[src/rtl/rhythm_lane_arbiter.sv]
// rtl/rhythm_lane_arbiter.sv - four-lane press arbiter with beat timestamps (option: RHYTHM_OVERRUN_EN)
module rhythm_lane_arbiter #(
    parameter int STAMP_W = 16
) (
    input  logic               i_Clk,
    input  logic               i_Rst,
    input  logic [3:0]         i_fPush,
    input  logic               i_Tick,
    input  logic               i_Ready,
    output logic               o_Valid,
    output logic [1:0]         o_Lane,
    output logic [STAMP_W-1:0] o_Stamp,
    output logic [3:0]         o_Pending,
    input  logic               i_OvrClr,
    output logic [3:0]         o_Overrun,
    output logic [7:0]         o_OvrCnt
);

    typedef enum logic [1:0] {
        S_IDLE  = 2'd0,
        S_OFFER = 2'd1
    } state_t;

    state_t             r_State;
    state_t             w_Next;
    logic               w_Load;
    logic               w_Done;
    logic               w_Found;
    logic [1:0]         w_Sel;
    logic [1:0]         r_Ptr;
    logic [STAMP_W-1:0] r_Stamp;
    logic [STAMP_W-1:0] r_Slot [4];
    logic [3:0]         r_Pend;
    logic [3:0]         w_Clr;
    logic [3:0]         w_Cap;
    logic [3:0]         w_Ovr;
    logic [3:0]         w_PendNext;

    assign o_Pending = r_Pend;

    // Round-robin pick: lowest offset from r_Ptr among pending lanes wins.
    always_comb begin
        w_Found = 1'b0;
        w_Sel   = r_Ptr;
        for (int i = 3; i >= 0; i--) begin
            if (r_Pend[r_Ptr + 2'(i)]) begin
                w_Found = 1'b1;
                w_Sel   = r_Ptr + 2'(i);
            end
        end
    end

    // State register.
    always_ff @(posedge i_Clk) begin
        if (!i_Rst) begin
            r_State <= S_IDLE;
        end else begin
            r_State <= w_Next;
        end
    end

    // Next-state: latch an event from idle, release it on handshake.
    always_comb begin
        w_Next = r_State;
        w_Load = 1'b0;
        w_Done = 1'b0;
        case (r_State)
            S_IDLE: begin
                if (w_Found) begin
                    w_Next = S_OFFER;
                    w_Load = 1'b1;
                end
            end
            S_OFFER: begin
                if (i_Ready) begin
                    w_Next = S_IDLE;
                    w_Done = 1'b1;
                end
            end
            default: w_Next = S_IDLE;
        endcase
    end

    // Pending-slot update; a press on the lane being retired refills it instead of overrunning.
    always_comb begin
        w_Clr      = w_Done ? (4'b0001 << o_Lane) : 4'b0000;
        w_Cap      = i_fPush & (~r_Pend | w_Clr);
        w_Ovr      = i_fPush & r_Pend & ~w_Clr;
        w_PendNext = (r_Pend & ~w_Clr) | i_fPush;
    end

    // Stamp counter, slot capture, offered-event registers and pointer.
    always_ff @(posedge i_Clk) begin
        if (!i_Rst) begin
            r_Stamp <= '0;
            r_Pend  <= 4'b0000;
            r_Ptr   <= 2'd0;
            o_Valid <= 1'b0;
            o_Lane  <= 2'd0;
            o_Stamp <= '0;
            for (int k = 0; k < 4; k++) begin
                r_Slot[k] <= '0;
            end
        end else begin
            r_Stamp <= r_Stamp + STAMP_W'(i_Tick);
            r_Pend  <= w_PendNext;
            o_Valid <= (w_Next == S_OFFER);
            for (int k = 0; k < 4; k++) begin
                if (w_Cap[k]) begin
                    r_Slot[k] <= r_Stamp;
                end
            end
            if (w_Load) begin
                o_Lane  <= w_Sel;
                o_Stamp <= r_Slot[w_Sel];
            end
            if (w_Done) begin
                r_Ptr <= o_Lane + 2'd1;
            end
        end
    end

`ifdef RHYTHM_OVERRUN_EN
    logic [2:0] w_OvrNum;
    logic [8:0] w_CntSum;

    // Count overruns this cycle and add to the running total.
    always_comb begin
        w_OvrNum = {2'b00, w_Ovr[0]} + {2'b00, w_Ovr[1]} + {2'b00, w_Ovr[2]} + {2'b00, w_Ovr[3]};
        w_CntSum = {1'b0, o_OvrCnt} + {6'd0, w_OvrNum};
    end

    // Sticky flags and saturating counter; clear has priority over new overruns.
    always_ff @(posedge i_Clk) begin
        if (!i_Rst) begin
            o_Overrun <= 4'b0000;
            o_OvrCnt  <= 8'd0;
        end else if (i_OvrClr) begin
            o_Overrun <= 4'b0000;
            o_OvrCnt  <= 8'd0;
        end else begin
            o_Overrun <= o_Overrun | w_Ovr;
            o_OvrCnt  <= w_CntSum[8] ? 8'hFF : w_CntSum[7:0];
        end
    end
`else
    logic unused_ovr;

    assign unused_ovr = ^{i_OvrClr, w_Ovr};
    assign o_Overrun  = 4'b0000;
    assign o_OvrCnt   = 8'd0;
`endif

endmodule
[config.mk]
export PLATFORM = sky130hd
export DESIGN_NAME = rhythm_lane_arbiter
export DESIGN_NICKNAME = d
export VERILOG_FILES = /design/src/rtl/rhythm_lane_arbiter.sv
export SDC_FILE = /design/constraint.sdc
export NUM_CORES = 1
export LEC_CHECK = 0
export CORE_MARGIN = 1
export CORE_UTILIZATION = 55
export DETAILED_ROUTE_END_ITERATION = 8
export PLACE_DENSITY_LB_ADDON = 0.12
export SLEW_MARGIN = 5
export SYNTH_ARGS = -nofsm -noshare
export SYNTH_HDL_FRONTEND = slang
export SYNTH_SLANG_ARGS = --single-unit
[constraint.sdc]
create_clock -name i_Clk -period 2 [get_ports i_Clk]
set_input_delay 0.4 -clock i_Clk [delete_from_list [all_inputs] [get_ports i_Clk]]
set_output_delay 0.4 -clock i_Clk [all_outputs]
set_load 0.02 [all_outputs]
## Word level (Yosys, flattened, before mapping)

Memories as Yosys holds them, arrays and structs flattened. A register that Yosys moved wholly into a read port is not among the register bits.
Cells that the tools add are included.

- Flip-flop bits (word level): 27
- RAM bits: 64
- Bits of input ports: 9
- Output and inout port bits: 35
- Word-level logic and storage cells: 72
- Memories kept: 1

- $add $sub $neg: 5
- Magnitude comparators: 4
- Equal/unequal tests: 2
- Shift operators: 1
- Muxes and demuxes: 41
- Bitwise logic cells: 10
- Reductions and logical operators: 2

Memory list:

| name | words | bits a word | rd ports | clocked after Yosys merged registers in | wr ports | line | RTL |
|---|---|---|---|---|---|---|---|
| r_Slot | 4 | 16 | 1 | 1 | 4 | 32 | `logic [STAMP_W-1:0] r_Slot [4];` |

Operators with widths:

| kind | number |
|---|---|
| $mux W16 | 4 |
| $mux W1 | 25 |
| $add A16 B1 Y16 | 1 |
| $lt A2 B3 Y1 const B | 4 |
| $mux W2 | 6 |
| $and A4 B4 Y4 | 2 |
| $bmux W1 S2 | 4 |
| $not A4 Y4 | 2 |
| $or A4 B4 Y4 | 2 |
| $add A2 B1 Y2 const B | 2 |
| $add A2 B2 Y2 const B | 2 |
| $eq A2 B1 Y1 const B | 2 |
| $mux W4 | 1 |
| $or A1 B1 Y1 | 4 |
| $pmux W2 S2 | 1 |
| $shl A1 B2 Y4 const A | 1 |
| $logic_not A2 Y1 | 1 |
| $logic_not A1 Y1 | 1 |

## Depth between registers and ports, before layout

- Depth after elaboration: 10
- Gate-level depth with buffers: 7
- Depth with buffers taken out: 6

## Worst setup path after synthesis

OpenSTA, ideal clock, no wires.

- Path kind: register -> register
- Start point: register r_Pend[3] (netlist: o_Pending[3])
- End point: register o_Stamp[10] (read register of r_Slot)
- Setup time: 0.135 ns
- Data arrival time: 1.619 ns
- Required time: 1.865 ns
- Slack: 0.246 ns
- Stages on the path, launching flop included: 8
- Path buffers: 2
- Path through: dfxtp_1 buf_6 or3_1 o21ai_2 o31ai_4 buf_6 mux2i_1 o221ai_1

- Cells in the longest elaborated chain, start to end: 8
- Elaborated cells between the ends (all ways): 18
- Those cells by class: 18 x mux

Ends and longest elaborated chain:

| element | line | RTL |
|---|---|---|
| start: declaration | 33 | `logic [3:0] r_Pend;` |
| start signal: assignment | 106 | `r_Pend <= w_PendNext;` |
| $bmux W1 S2 | 46 | `if (r_Pend[r_Ptr + 2'(i)]) begin` |
| $mux W1 (not written as such) | 46 |  |
| $mux W1 (4 in a row) | 46 |  |
| $mux W1 | 69 | `if (w_Found) begin` |
| $mux W1 | 67 | `case (r_State)` |
| end: declaration | 12 | `output logic [STAMP_W-1:0] o_Stamp,` |

Parallel ways exist; a longest one is shown, timed or not. The select of a mux whose other input is x is not followed.
A chain may end at the register's enable or synchronous reset.

## Worst setup path after layout

- Start point: register r_Pend[1] (netlist: o_Pending[1])
- End point: output o_Pending[1]

RTL lines:

| element | line | RTL |
|---|---|---|
| end: declaration | 13 | `output logic [3:0] o_Pending,` |

No word-level cell between the ends.

==> results_dict.tcl <==
set metrics [dict create \
    seqCellArea_mm2 0.00279 \
    grt_use_total_pct 22.5 \
    grt_pass1_vias 2976 \
    cts.sinks 107 \
    layout-drive-gt1-share_pct 11.3 \
    setup_viol 0 \
    status "complete, but fails checks" \
    gp_congestion 0.805 \
    wl_per_cell_um 16.3 \
    placementRows 33 \
    cp_max_fo 7 \
    async_reset_ff_share_pct 0 \
    dieArea_mm2 0.00882 \
    slowest_stage "clkdlybuf4s50_1" \
    fin_nets 454 \
    hold_depth 2 \
    layout_commonest_cell "edfxtp_1" \
    cap_violations 0 \
    ir_drop_mv 0.357 \
    path_cells "clkdlybuf4s50_1" \
    layout_common_cells "edfxtp_1 (64), and2_1 (59), dfxtp_1 (41)" \
    hold_start "o_Stamp[15]$_SDFFE_PN0P_" \
    die_width_um 93.9 \
    cts_buffers 9 \
    pre_cts_ws_ns -0.183 \
    cp_top_family "buffers and inverters" \
    power_density_mw_per_mm2 789 \
    syn_to_final_growth_pct 16.5 \
    cts_root_buf "clkbuf_8" \
    holdBufCountCts 0 \
    synth_edf_count 64 \
    pwr-share-comb_pct 11.9 \
    drt_pass1_iterations 6 \
    critPathCapture "o_Pending[1]" \
    arrival_ns 1.53 \
    io_buffers 30 \
    synth_area_mm2 0.00464 \
    critical_path_buf_inv_count 1 \
    setup_ws_ns 0.0717 \
    cp-startpoint "o_Pending[1]$_SDFF_PN0_" \
    antenna_found_initial 0 \
    clockPowerShare_pct 29.6 \
    num-fill-cells 642 \
    power_mw 4.27 \
    critPathLaunchType "flip-flop" \
    grt_pass1_wl_um 14700 \
    synth_ff_type "edfxtp_1" \
    timing.reg2reg.setup_slack_ns 0.24 \
    final-hold-violation-count 0 \
    clock_skew_ns 0.00903 \
    htree_levels 3 \
    drv_slew 0 \
    ys_warn_count 0 \
    worst_path_largest_cell_delay_ns 0.67 \
    ioPinCount 44 \
    start_util_pct 56.8 \
    fin_crit_sh_pct 96.4 \
    netlist_instances 388 \
    cts_tree "done" \
    violations "design-rule violations" \
    antenna-diode-count 0 \
    rr_startpoint "o_Pending[2]$_SDFF_PN0_" \
    avgSynthCellArea_um2 12.0 \
    clkTransAtPathRegs_ns 0.09 \
    gr-usage-met3_pct 3.64 \
    r2r_end "o_Stamp[4]$_SDFFE_PN0P_" \
    max_freq_mhz 519 \
    wl_um 8950 \
    switchingPower_mw 1.03 \
    worstSetupPathDepth 1 \
    vias 2928 \
    core_mm2 0.00818 \
    overflow 0 \
    synth_seq_cells 107 \
    endpoint_kind "output port" \
    vias_per_cell 5.34 \
    drt-initial-drc-count 123 \
    power_frac_seq_pct 58.5 \
    post_cts_buffers 0 \
    hold_class "reg2reg" \
    switching_share_pct 24.2 \
    top_usage_layer "met2" \
    cts.path.max_buffers 2 \
    p_int_mw 3.24 \
    crit_required_ns 1.60 \
    grt_max_degree 19 \
    dieHeight_um 93.9 \
    rsz0062_at_grt "no" \
    reg2reg_depth 6 \
    place_hpwl_um 5920 \
    met2_usage_pct 38.7 \
    crit_type "reg2out" \
    remaining_drc_errors 2 \
    grtUsageMet1_pct 28.6 \
    synth.distinct_cells 37 \
    final.min_clock_period_ns 1.93 \
    leakagePower_nw 2.05 \
    ys_seq_area_share_pct 59.9 \
    postRouteAntennaNets 0 \
    clock_latency_ns 0.35 \
    multiInputGateArea_mm2 0.00169 \
]
## power groups by stage
stage | Sequential, mW | Clock [mW] | Combinational (mW)
2_1_floorplan | 2.57 | 0 | 0.285
5_1_grt | 2.51 | 1.37 | 0.551
3_5_place_dp | 2.55 | 0 | 0.514
3_3_place_gp | 2.54 | 0 | 0.507
4_1_cts | 2.50 | 1.28 | 0.515
6_report | 2.50 | 1.26 | 0.509
## state kept, by name, indices dropped and copies added, names as in the netlist
signal     cells
o_Lane         2
o_Pending      4
o_Stamp       16
o_Valid        1
r_Ptr          2
r_Slot        64
r_Stamp       16
r_State        2
## worst min path at each step
stage / to
after floorplan: r_Stamp[15]$_SDFF_PN0_
after global placement: o_Stamp[4]$_SDFFE_PN0P_
after detailed placement: o_Stamp[15]$_SDFFE_PN0P_
after CTS: o_Stamp[15]$_SDFFE_PN0P_
after global routing: o_Stamp[14]$_SDFFE_PN0P_
final: o_Stamp[15]$_SDFFE_PN0P_
## routing by layer
layer | vias to the layer above | routed length, um
li1 | 1455 | -
met1 | 1400 | 3850
met2 | 62 | 4620
met3 | 11 | 335
met4 | 0 | 152
met5 | - | 0
## repair_timing
| item | in CTS | in global routing |
|---|---|---|
| endpoints found under the setup margin | 0 | 2 |
| endpoints found under the hold margin | 0 | 0 |
| resized for setup | 0 | 2 |
## synthesized netlist by cell type (all sizes together), types with 2 or more instances
| cell | count | area [um^2] |
|---|---|---|
| nor2b | 4 | 25.0 |
| nor3 | 10 | 61.3 |
| mux2i | 34 | 340 |
| ha | 6 | 75.1 |
| inv | 6 | 22.5 |
| xnor2 | 4 | 35.0 |
| or3 | 6 | 37.5 |
| xor2 | 5 | 43.8 |
| a21oi | 11 | 55.1 |
| and2 | 59 | 369 |
| o221ai | 16 | 140 |
| o21ai | 8 | 43.8 |
| nand4 | 4 | 25.0 |
| a2111oi | 2 | 17.5 |
| edfxtp | 64 | 1920 |
| clkbuf | 4 | 15.0 |
| buf | 25 | 183 |
| nand3 | 5 | 25.0 |
| and3 | 6 | 37.5 |
| nand2 | 36 | 135 |
| nor2 | 21 | 81.3 |
| dfxtp | 43 | 861 |
## stage by stage
step / utilization, % / instances / TNS [ns] / area [um^2] / hold WS, ns
after floorplan: - / 400 / 0 / 4690 / 0.479
after global placement: 63.9 / 533 / -2.05 / 5230 / 0.444
after detailed placement: 63.9 / 533 / -3.12 / 5230 / 0.453
after CTS: 66.2 / 548 / 0 / 5410 / 0.475
after global routing: 66.2 / 548 / 0 / 5410 / 0.493
final: 66.2 / 548 / 0 / 5410 / 0.471
## logic make-up (layout without fill, tap and decap cells)
group / after synthesis / after routing / share of synthesized area, %
adder cells (fa/ha/maj): 6 / 6 / 1.62
AND/OR/NAND/NOR: 155 / 155 / 18.0
flip-flops: 107 / 107 / 59.9
other: 1 / 13 / 0.0807
buffers and inverters: 35 / 78 / 4.74
multiplexers: 34 / 34 / 7.33
XOR/XNOR: 9 / 9 / 1.70
AO/OA/AOI/OAI: 41 / 41 / 6.57
## layout make-up
| cell class | count | area share, % |
|---|---|---|
| clock buffer | 10 | 2.36 |
| clock inverter | 5 | 1.02 |
| inverter | 6 | 0.416 |
| multi-input combinational | 258 | 31.2 |
| sequential | 107 | 51.5 |
| tap | 105 | 2.43 |
| timing repair buffer | 57 | 11.1 |
Note: power is estimated with default switching activity, not from simulation.
